`config.mk`:
```
export PLATFORM = sky130hd
export DESIGN_NAME = spi_load_unit_flat
export DESIGN_NICKNAME = d
export VERILOG_FILES = /design/src/rtl/mcu_pkg.sv /design/src/rtl/spi_load_unit_if.sv /design/src/rtl/spi_master_shift.sv /design/src/rtl/spi_load_unit.sv /design/src/flat_wrapper.sv
export SDC_FILE = /design/constraint.sdc
export NUM_CORES = 1
export LEC_CHECK = 0
export CELL_PAD_IN_SITES_DETAIL_PLACEMENT = 1
export CELL_PAD_IN_SITES_GLOBAL_PLACEMENT = 1
export CORE_UTILIZATION = 42
export CTS_CLUSTER_DIAMETER = 30
export DETAILED_ROUTE_END_ITERATION = 8
export PLACE_DENSITY_LB_ADDON = 0.12
export SYNTH_ARGS = -nofsm -noshare
export SYNTH_HDL_FRONTEND = slang
export SYNTH_SLANG_ARGS = --single-unit
```
`constraint.sdc`:
```
create_clock -name clk -period 2.69 [get_ports clk]
set_input_delay 0.4035 -clock clk [delete_from_list [all_inputs] [get_ports clk]]
set_output_delay 0.4035 -clock clk [all_outputs]
set_load 0.03 [all_outputs]
```
`src/rtl/mcu_pkg.sv`:
```
// Shared constants, load-unit state encoding and load-result helpers.
package mcu_pkg;

   localparam logic [7:0] SPI_CMD_READ = 8'h03;

   localparam logic [2:0] F3_LB  = 3'b000;
   localparam logic [2:0] F3_LH  = 3'b001;
   localparam logic [2:0] F3_LW  = 3'b010;
   localparam logic [2:0] F3_LBU = 3'b100;
   localparam logic [2:0] F3_LHU = 3'b101;

   typedef enum logic [2:0] {
      ST_IDLE,
      ST_CMD,
      ST_DATA,
      ST_DONE,
      ST_FAULT
   } load_state_t;

   // Only the five RV32E load encodings are executable.
   function automatic logic f3_valid(input logic [2:0] f3);
      logic ok;
      ok = 1'b0;
      case (f3)
         F3_LB, F3_LH, F3_LW, F3_LBU, F3_LHU: ok = 1'b1;
         default:                             ok = 1'b0;
      endcase
      return ok;
   endfunction

   // Number of data bits read from memory for a load type.
   function automatic logic [5:0] load_bits(input logic [2:0] f3);
      logic [5:0] n;
      case (f3)
         F3_LB, F3_LBU: n = 6'd8;
         F3_LH, F3_LHU: n = 6'd16;
         default:       n = 6'd32;
      endcase
      return n;
   endfunction

   // rx holds the received bits with the first-arrived byte highest; the
   // memory is little-endian, so the last-arrived byte is the most significant.
   function automatic logic [31:0] load_extend(input logic [2:0] f3, input logic [31:0] rx);
      logic [31:0] v;
      case (f3)
         F3_LB:   v = {{24{rx[7]}}, rx[7:0]};
         F3_LBU:  v = {24'h0, rx[7:0]};
         F3_LH:   v = {{16{rx[7]}}, rx[7:0], rx[15:8]};
         F3_LHU:  v = {16'h0, rx[7:0], rx[15:8]};
         default: v = {rx[7:0], rx[15:8], rx[23:16], rx[31:24]};
      endcase
      return v;
   endfunction

endpackage

```
`src/rtl/spi_load_unit_if.sv`:
```
// Request/result handshake plus SPI pins of the load unit.
interface spi_load_unit_if #(parameter int ADDR_WIDTH = 24);

   logic                  start;
   logic [ADDR_WIDTH-1:0] addr;
   logic [2:0]            funct3;
   logic [4:0]            rd;
   logic                  busy;
   logic                  done;
   logic                  fault;
   logic [4:0]            write_register;
   logic [31:0]           write_value;
   logic                  spi_cs_n;
   logic                  spi_sclk;
   logic                  spi_mosi;
   logic                  spi_miso;

   // Control/pipeline side plus the memory side of the SPI bus.
   modport master (
      output start, addr, funct3, rd, spi_miso,
      input  busy, done, fault, write_register, write_value,
      input  spi_cs_n, spi_sclk, spi_mosi
   );

   // The load unit itself.
   modport slave (
      input  start, addr, funct3, rd, spi_miso,
      output busy, done, fault, write_register, write_value,
      output spi_cs_n, spi_sclk, spi_mosi
   );

endinterface

```
`src/rtl/spi_master_shift.sv`:
```
// Mode-0 SPI bit engine at clk/2: loads a word, shifts a given number of bits
// MSB first, captures MISO on the edge that drops SCLK, pulses o_last_bit.
module spi_master_shift #(
   parameter int WORD_W = 64,
   parameter int CNT_W  = 7,
   parameter int RX_W   = 32
) (
   input  logic             i_clk,
   input  logic             i_rst_n,
   input  logic             i_load,
   input  logic [WORD_W-1:0] i_word,
   input  logic [CNT_W-1:0] i_nbits,
   input  logic             i_miso,
   output logic             o_sclk,
   output logic             o_mosi,
   output logic             o_last_bit,
   output logic [CNT_W-1:0] o_bit_cnt,
   output logic [RX_W-1:0]  o_rx
);

   // MSB of the word goes straight to MOSI at load, so only the rest is kept.
   logic [WORD_W-2:0] r_shreg;
   logic              r_active;
   logic              r_phase;
   logic              r_sclk;
   logic              r_mosi;
   logic              r_last;
   logic [CNT_W-1:0]  r_cnt;
   logic [CNT_W-1:0]  r_nbits;
   logic [CNT_W-1:0]  w_cnt_nxt;

   assign w_cnt_nxt = r_cnt + CNT_W'(1);

   // Shift data out of the top and MISO into the bottom on each falling SCLK.
   always_ff @(posedge i_clk) begin
      if (i_load)
         r_shreg <= i_word[WORD_W-2:0];
      else if (r_active && r_phase)
         r_shreg <= {r_shreg[WORD_W-3:0], i_miso};
   end

   // Phase toggle, SCLK/MOSI generation and bit counting.
   always_ff @(posedge i_clk or negedge i_rst_n) begin
      if (!i_rst_n) begin
         r_active <= 1'b0;
         r_phase  <= 1'b0;
         r_sclk   <= 1'b0;
         r_mosi   <= 1'b0;
         r_last   <= 1'b0;
         r_cnt    <= '0;
         r_nbits  <= '0;
      end else begin
         r_last <= 1'b0;
         if (i_load) begin
            r_active <= 1'b1;
            r_phase  <= 1'b0;
            r_sclk   <= 1'b0;
            r_mosi   <= i_word[WORD_W-1];
            r_cnt    <= '0;
            r_nbits  <= i_nbits;
         end else if (r_active) begin
            if (!r_phase) begin
               r_sclk  <= 1'b1;
               r_phase <= 1'b1;
            end else begin
               r_sclk  <= 1'b0;
               r_phase <= 1'b0;
               r_cnt   <= w_cnt_nxt;
               if (w_cnt_nxt == r_nbits) begin
                  r_active <= 1'b0;
                  r_last   <= 1'b1;
                  r_mosi   <= 1'b0;
               end else begin
                  r_mosi <= r_shreg[WORD_W-2];
               end
            end
         end
      end
   end

   assign o_sclk     = r_sclk;
   assign o_mosi     = r_mosi;
   assign o_last_bit = r_last;
   assign o_bit_cnt  = r_cnt;
   assign o_rx       = r_shreg[RX_W-1:0];

endmodule

```
`src/rtl/spi_load_unit.sv`:
```
// RV32E load unit: reads bytes from SPI memory, extends them and writes the
// register file for exactly one cycle per completed load.
module spi_load_unit
   import mcu_pkg::*;
#(
   parameter int ADDR_WIDTH = 24
) (
   input logic               clk,
   input logic               rst_n,
   spi_load_unit_if.slave    bus
);

   localparam int CMD_BITS = 8 + ADDR_WIDTH;
   localparam int WORD_W   = CMD_BITS + 32;
   localparam int CNT_W    = $clog2(WORD_W + 1);

   load_state_t      r_state;
   logic             r_busy;
   logic             r_done;
   logic             r_fault;
   logic             r_cs_n;
   logic [4:0]       r_wreg;
   logic [31:0]      r_wval;
   logic [2:0]       r_f3;
   logic [4:0]       r_rd;

   logic             w_accept;
   logic [WORD_W-1:0] w_word;
   logic [CNT_W-1:0] w_nbits;
   logic             w_sclk;
   logic             w_mosi;
   logic             w_last;
   logic [CNT_W-1:0] w_cnt;
   logic [31:0]      w_rx;

   // The whole command, address and data phase is one continuous transfer.
   assign w_accept = (r_state == ST_IDLE) && bus.start && f3_valid(bus.funct3);
   assign w_word   = {SPI_CMD_READ, bus.addr, 32'h0};
   assign w_nbits  = CNT_W'(CMD_BITS) + CNT_W'(load_bits(bus.funct3));

   spi_master_shift #(
      .WORD_W (WORD_W),
      .CNT_W  (CNT_W),
      .RX_W   (32)
   ) u_shift (
      .i_clk      (clk),
      .i_rst_n    (rst_n),
      .i_load     (w_accept),
      .i_word     (w_word),
      .i_nbits    (w_nbits),
      .i_miso     (bus.spi_miso),
      .o_sclk     (w_sclk),
      .o_mosi     (w_mosi),
      .o_last_bit (w_last),
      .o_bit_cnt  (w_cnt),
      .o_rx       (w_rx)
   );

   // Load sequencing with registered handshake and register-file outputs.
   always_ff @(posedge clk or negedge rst_n) begin
      if (!rst_n) begin
         r_state <= ST_IDLE;
         r_busy  <= 1'b0;
         r_done  <= 1'b0;
         r_fault <= 1'b0;
         r_cs_n  <= 1'b1;
         r_wreg  <= '0;
         r_wval  <= '0;
         r_f3    <= F3_LB;
         r_rd    <= '0;
      end else begin
         case (r_state)
            ST_IDLE: begin
               if (bus.start) begin
                  r_f3 <= bus.funct3;
                  r_rd <= bus.rd;
                  if (f3_valid(bus.funct3)) begin
                     r_state <= ST_CMD;
                     r_busy  <= 1'b1;
                     r_cs_n  <= 1'b0;
                  end else begin
                     r_state <= ST_FAULT;
                     r_fault <= 1'b1;
                  end
               end
            end
            ST_CMD: begin
               if (w_cnt == CNT_W'(CMD_BITS))
                  r_state <= ST_DATA;
            end
            ST_DATA: begin
               if (w_last) begin
                  r_state <= ST_DONE;
                  r_done  <= 1'b1;
                  r_cs_n  <= 1'b1;
                  r_wreg  <= r_rd;
                  // x0 is never written, so its value bus stays quiet too.
                  r_wval  <= (r_rd != 5'd0) ? load_extend(r_f3, w_rx) : 32'h0;
               end
            end
            ST_DONE: begin
               r_state <= ST_IDLE;
               r_done  <= 1'b0;
               r_busy  <= 1'b0;
               r_wreg  <= '0;
               r_wval  <= '0;
            end
            ST_FAULT: begin
               r_state <= ST_IDLE;
               r_fault <= 1'b0;
            end
            default: r_state <= ST_IDLE;
         endcase
      end
   end

   assign bus.busy           = r_busy;
   assign bus.done           = r_done;
   assign bus.fault          = r_fault;
   assign bus.write_register = r_wreg;
   assign bus.write_value    = r_wval;
   assign bus.spi_cs_n       = r_cs_n;
   assign bus.spi_sclk       = w_sclk;
   assign bus.spi_mosi       = w_mosi;

endmodule

```
`src/flat_wrapper.sv`:
```
// flat-port wrapper written by rule: the top's interface ports become plain ports
module spi_load_unit_flat import mcu_pkg::*;
#(
   parameter int ADDR_WIDTH = 24
)
  (clk, rst_n, bus_start, bus_addr, bus_funct3, bus_rd, bus_spi_miso, bus_busy, bus_done, bus_fault, bus_write_register, bus_write_value, bus_spi_cs_n, bus_spi_sclk, bus_spi_mosi);
  spi_load_unit_if #(.ADDR_WIDTH(ADDR_WIDTH)) bus_i ();
  input logic clk;
  input logic rst_n;
  input wire logic [$bits(bus_i.start)-1:0] bus_start;
  input wire logic [$bits(bus_i.addr)-1:0] bus_addr;
  input wire logic [$bits(bus_i.funct3)-1:0] bus_funct3;
  input wire logic [$bits(bus_i.rd)-1:0] bus_rd;
  input wire logic [$bits(bus_i.spi_miso)-1:0] bus_spi_miso;
  output wire logic [$bits(bus_i.busy)-1:0] bus_busy;
  output wire logic [$bits(bus_i.done)-1:0] bus_done;
  output wire logic [$bits(bus_i.fault)-1:0] bus_fault;
  output wire logic [$bits(bus_i.write_register)-1:0] bus_write_register;
  output wire logic [$bits(bus_i.write_value)-1:0] bus_write_value;
  output wire logic [$bits(bus_i.spi_cs_n)-1:0] bus_spi_cs_n;
  output wire logic [$bits(bus_i.spi_sclk)-1:0] bus_spi_sclk;
  output wire logic [$bits(bus_i.spi_mosi)-1:0] bus_spi_mosi;
  assign bus_i.start = bus_start;
  assign bus_i.addr = bus_addr;
  assign bus_i.funct3 = bus_funct3;
  assign bus_i.rd = bus_rd;
  assign bus_i.spi_miso = bus_spi_miso;
  assign bus_busy = bus_i.busy;
  assign bus_done = bus_i.done;
  assign bus_fault = bus_i.fault;
  assign bus_write_register = bus_i.write_register;
  assign bus_write_value = bus_i.write_value;
  assign bus_spi_cs_n = bus_i.spi_cs_n;
  assign bus_spi_sclk = bus_i.spi_sclk;
  assign bus_spi_mosi = bus_i.spi_mosi;
  spi_load_unit #(.ADDR_WIDTH(ADDR_WIDTH)) u_core (.clk(clk), .rst_n(rst_n), .bus(bus_i));
endmodule
```
==> impl_metrics.tcl <==
set metrics [dict create \
    cts_resized 0 \
    gr-total-overflow 0 \
    syn2layout_area_growth_pct 29.08 \
    finalSetupViolCount 0 \
    synth_cells 466 \
    start_util 0.4338 \
    powerDensity_mw_per_mm2 621.6 \
    syn_nets 505 \
    synth_area_leaders "dfrtp_1, dfxtp_1, edfxtp_1" \
    avgSynthCellArea_um2 11.27 \
    intPower_mw 3.363 \
    synth_seq_cells 130 \
    synth_area_mm2 0.005254 \
    ant_nets 0 \
    min_period_over_period 0.8182 \
    clockRootBuffer "clkbuf_16" \
    worst-setup-path-type "reg -> reg" \
    p_comb_frac 0.031 \
    port_buffers 78 \
    required_ns 2.99 \
    crit_fanout 5 \
    cts_sinks 130 \
    antenna_found_initial 0 \
    die_h_um 113.8 \
    num_rows 40 \
    postCtsHoldBufs 0 \
    dp_hpwl_um 8456 \
    via_count 3869 \
    p_sw_frac 0.2022 \
    final.setup.tns_ns 0 \
    p_switching_mw 0.8523 \
    numCtsBuffers 17 \
    fin_crit_ns 2.201 \
    worst_pin_slew_ns 1.040 \
    crit_arrival_ns 2.50 \
    setup.worst_path.start_class "register" \
    place.gp.congestion 0.7833 \
    synth_edf_count 24 \
    firstDrtPassIters 4 \
    maxCapViolCount 0 \
    pwr-share-clk 0.492 \
    status "finished, final reports clean" \
    synth_top_area_frac 0.3144 \
    rrSetupSlack_ns 0.49 \
    wl_um 12760 \
    grt_use_total 0.2133 \
    grt_pass1_vias 4065 \
    grtUsageMet2 0.3545 \
    busiest_layer "met2" \
    n_antenna_cell 0 \
    synth.yosys.seq_area_share 0.6051 \
    postCtsSetupBuffers 0 \
    wire_per_inst_um 17.46 \
    grt_max_degree 51 \
    use_met3 0.04091 \
    slew_headroom 0.3054 \
    drt_iter0_markers 232 \
    critPathCaptureType "register" \
    insertion_delay_ns 0.41 \
    grt_first_pass_wirelength_um 21040 \
    fin_cells 731 \
    seqPwrFrac 0.478 \
    core-area_mm2 0.01211 \
    grtUsageMet1 0.2707 \
    drc 0 \
    io_pins 79 \
    p_leak_nw 2.742 \
    clkSlewWorstSetupHoldPaths_ns 0.05 \
    avgViaCountPerCell 5.293 \
    die_w_um 113.8 \
    hold_path.class "in -> async" \
    dieArea_mm2 0.01296 \
    dpl.cell_count 699 \
    h-tree-depth 4 \
    hold_viol 0 \
    synth_ff_type "dfrtp_1" \
    cts_tree "yes" \
    yosysWarnings 0 \
    yosysTopAreaCell "dfrtp_1" \
    layout.nets 589 \
    clockBufferDepth 2 \
    ys_async_sr_fraction 0.5154 \
    max_freq_ghz 0.4544 \
    ir_worst_vdd_mv 0.4526 \
    synth_cell_types 45 \
    drv_slew 0 \
    final.setup_skew_ns 0.006290 \
    drive_above_1_share 0.1030 \
    rsz0062_at_grt "no" \
]
[per-stage QoR]
step / setup WS [ns] / cell area (um^2) / util / power [mW] / hold WS (ns)
2_1_floorplan: 0.4974 / 5254 / - / 2.088 / 0.1079
3_3_place_gp: 0.1707 / 6243 / 0.5155 / 2.180 / 0.4452
3_5_place_dp: 0.07966 / 6243 / 0.5155 / 2.182 / 0.4565
4_1_cts: 0.4853 / 6782 / 0.5599 / 4.271 / 0.01131
5_1_grt: 0.3375 / 6782 / 0.5599 / 4.353 / 0.04619
6_report: 0.4891 / 6782 / 0.5599 / 4.216 / 0.005723
[power groups by stage]
stage	clock network, mW	registers (mW)	logic (mW)
2_1_floorplan	0	2.04	0.0435
5_1_grt	2.19	2.01	0.144
3_3_place_gp	0	2.05	0.129
3_5_place_dp	0	2.05	0.131
4_1_cts	2.12	2.01	0.132
6_report	2.07	2.01	0.129
[cells by family (layout without fill, tap and decap cells)]
group	Yosys count	in the layout	share of synthesized area
AOI/OAI and AO/OA	143	143	0.1967
and+or+nand+nor	138	138	0.1298
DFF	130	130	0.6051
buffers and inverters	32	129	0.02596
xor gates and xnor gates	12	12	0.02000
muxes	8	8	0.01524
adders and majority gates	3	3	0.007145
[critical path, cell delays in order (launching register included)]
cell and delay, ns:
dfrtp_1 0.46, ha_1 0.29, nand3_1 0.10, or2_2 0.33, xnor2_1 0.14, or4_4 0.50, a32o_1 0.27
[state kept, by name, summed over array words and instances (netlist names)]
name / flops
u_core.bus.spi_cs_n: 1
u_core.u_shift.o_sclk: 1
u_core.u_shift.o_bit_cnt: 7
u_core.r_rd: 5
u_core.r_state: 3
u_core.u_shift.o_last_bit: 1
u_core.u_shift.o_mosi: 1
u_core.u_shift.r_nbits: 4
u_core.r_f3: 3
u_core.u_shift.r_active: 1
u_core.bus.write_value: 32
u_core.bus.busy: 1
u_core.bus.write_register: 5
u_core.u_shift.r_shreg: 63
u_core.bus.done: 1
u_core.bus.fault: 1
[layout make-up]
cell class	instances	area (um^2)
fill	1313	5330
sequential	130	3179
multi-input combinational	304	1951
timing repair buffer	93	888.4
clock buffer	27	513.0
tap	168	210.2
clock inverter	5	25.02
inverter	4	15.01
[layout by cell type (no fill, tap or decap), drive strengths merged, types with 2 or more instances in the layout]
cell type | synthesis | layout
clkdlybuf4s50 | 0 | 77
a22o | 74 | 74
dfrtp | 66 | 66
nand2 | 63 | 63
o21ai | 41 | 41
dfxtp | 39 | 39
nor2 | 30 | 30
clkbuf | 18 | 27
nor2b | 25 | 25
edfxtp | 24 | 24
a21oi | 16 | 16
buf | 10 | 16
xnor2 | 10 | 10
mux2i | 8 | 8
clkinv | 0 | 5
nand3 | 5 | 5
inv | 4 | 4
a21o | 3 | 3
ha | 3 | 3
nand3b | 3 | 3
o22a | 3 | 3
xor2 | 2 | 2
and3b | 2 | 2
nand2b | 2 | 2
nor3 | 2 | 2
or4 | 2 | 2
nor4b | 2 | 2
[worst paths after layout]
| kind | endpoint | from | cells after the start |
|---|---|---|---|
| min in group clk | u_core.u_shift.r_shreg[56]$_SDFFE_PP1P_ | u_core.u_shift.r_shreg[56]$_SDFFE_PP1P_ | 1 |
| worst min register to register | u_core.u_shift.r_shreg[56]$_SDFFE_PP1P_ | u_core.u_shift.r_shreg[56]$_SDFFE_PP1P_ | 1 |
| worst min-delay path | u_core.r_state[1]$_DFFE_PN0P_ | rst_n | 1 |
| worst max-delay path | u_core.u_shift.o_mosi$_DFFE_PN0P_ | u_core.u_shift.o_bit_cnt[1]$_DFFE_PN0P_ | 6 |
| worst max register to register | u_core.u_shift.o_mosi$_DFFE_PN0P_ | u_core.u_shift.o_bit_cnt[1]$_DFFE_PN0P_ | 6 |
| max in group asynchronous | u_core.bus.spi_cs_n$_DFFE_PN1P_ | rst_n | 2 |
[synthesized netlist by cell type (3+ instances only)]
library cell and number:
a22o_1 74, a21o_1 3, o21ai_0 40, nor2_1 27, dfxtp_1 39, xnor2_1 10, inv_1 4, mux2i_1 8
edfxtp_1 24, ha_1 3, dfrtp_1 66, nand2_1 61, nand3_1 4, a21oi_1 16, buf_2 9, clkbuf_1 17
nor2b_1 25
[metal layers]
layer / vias up / share of wire
met5: - / 0
met4: 0 / 0.020
met3: 21 / 0.030
met2: 63 / 0.49
met1: 1950 / 0.46
li1: 1835 / -
Note: power is estimated with default switching activity, not from simulation.
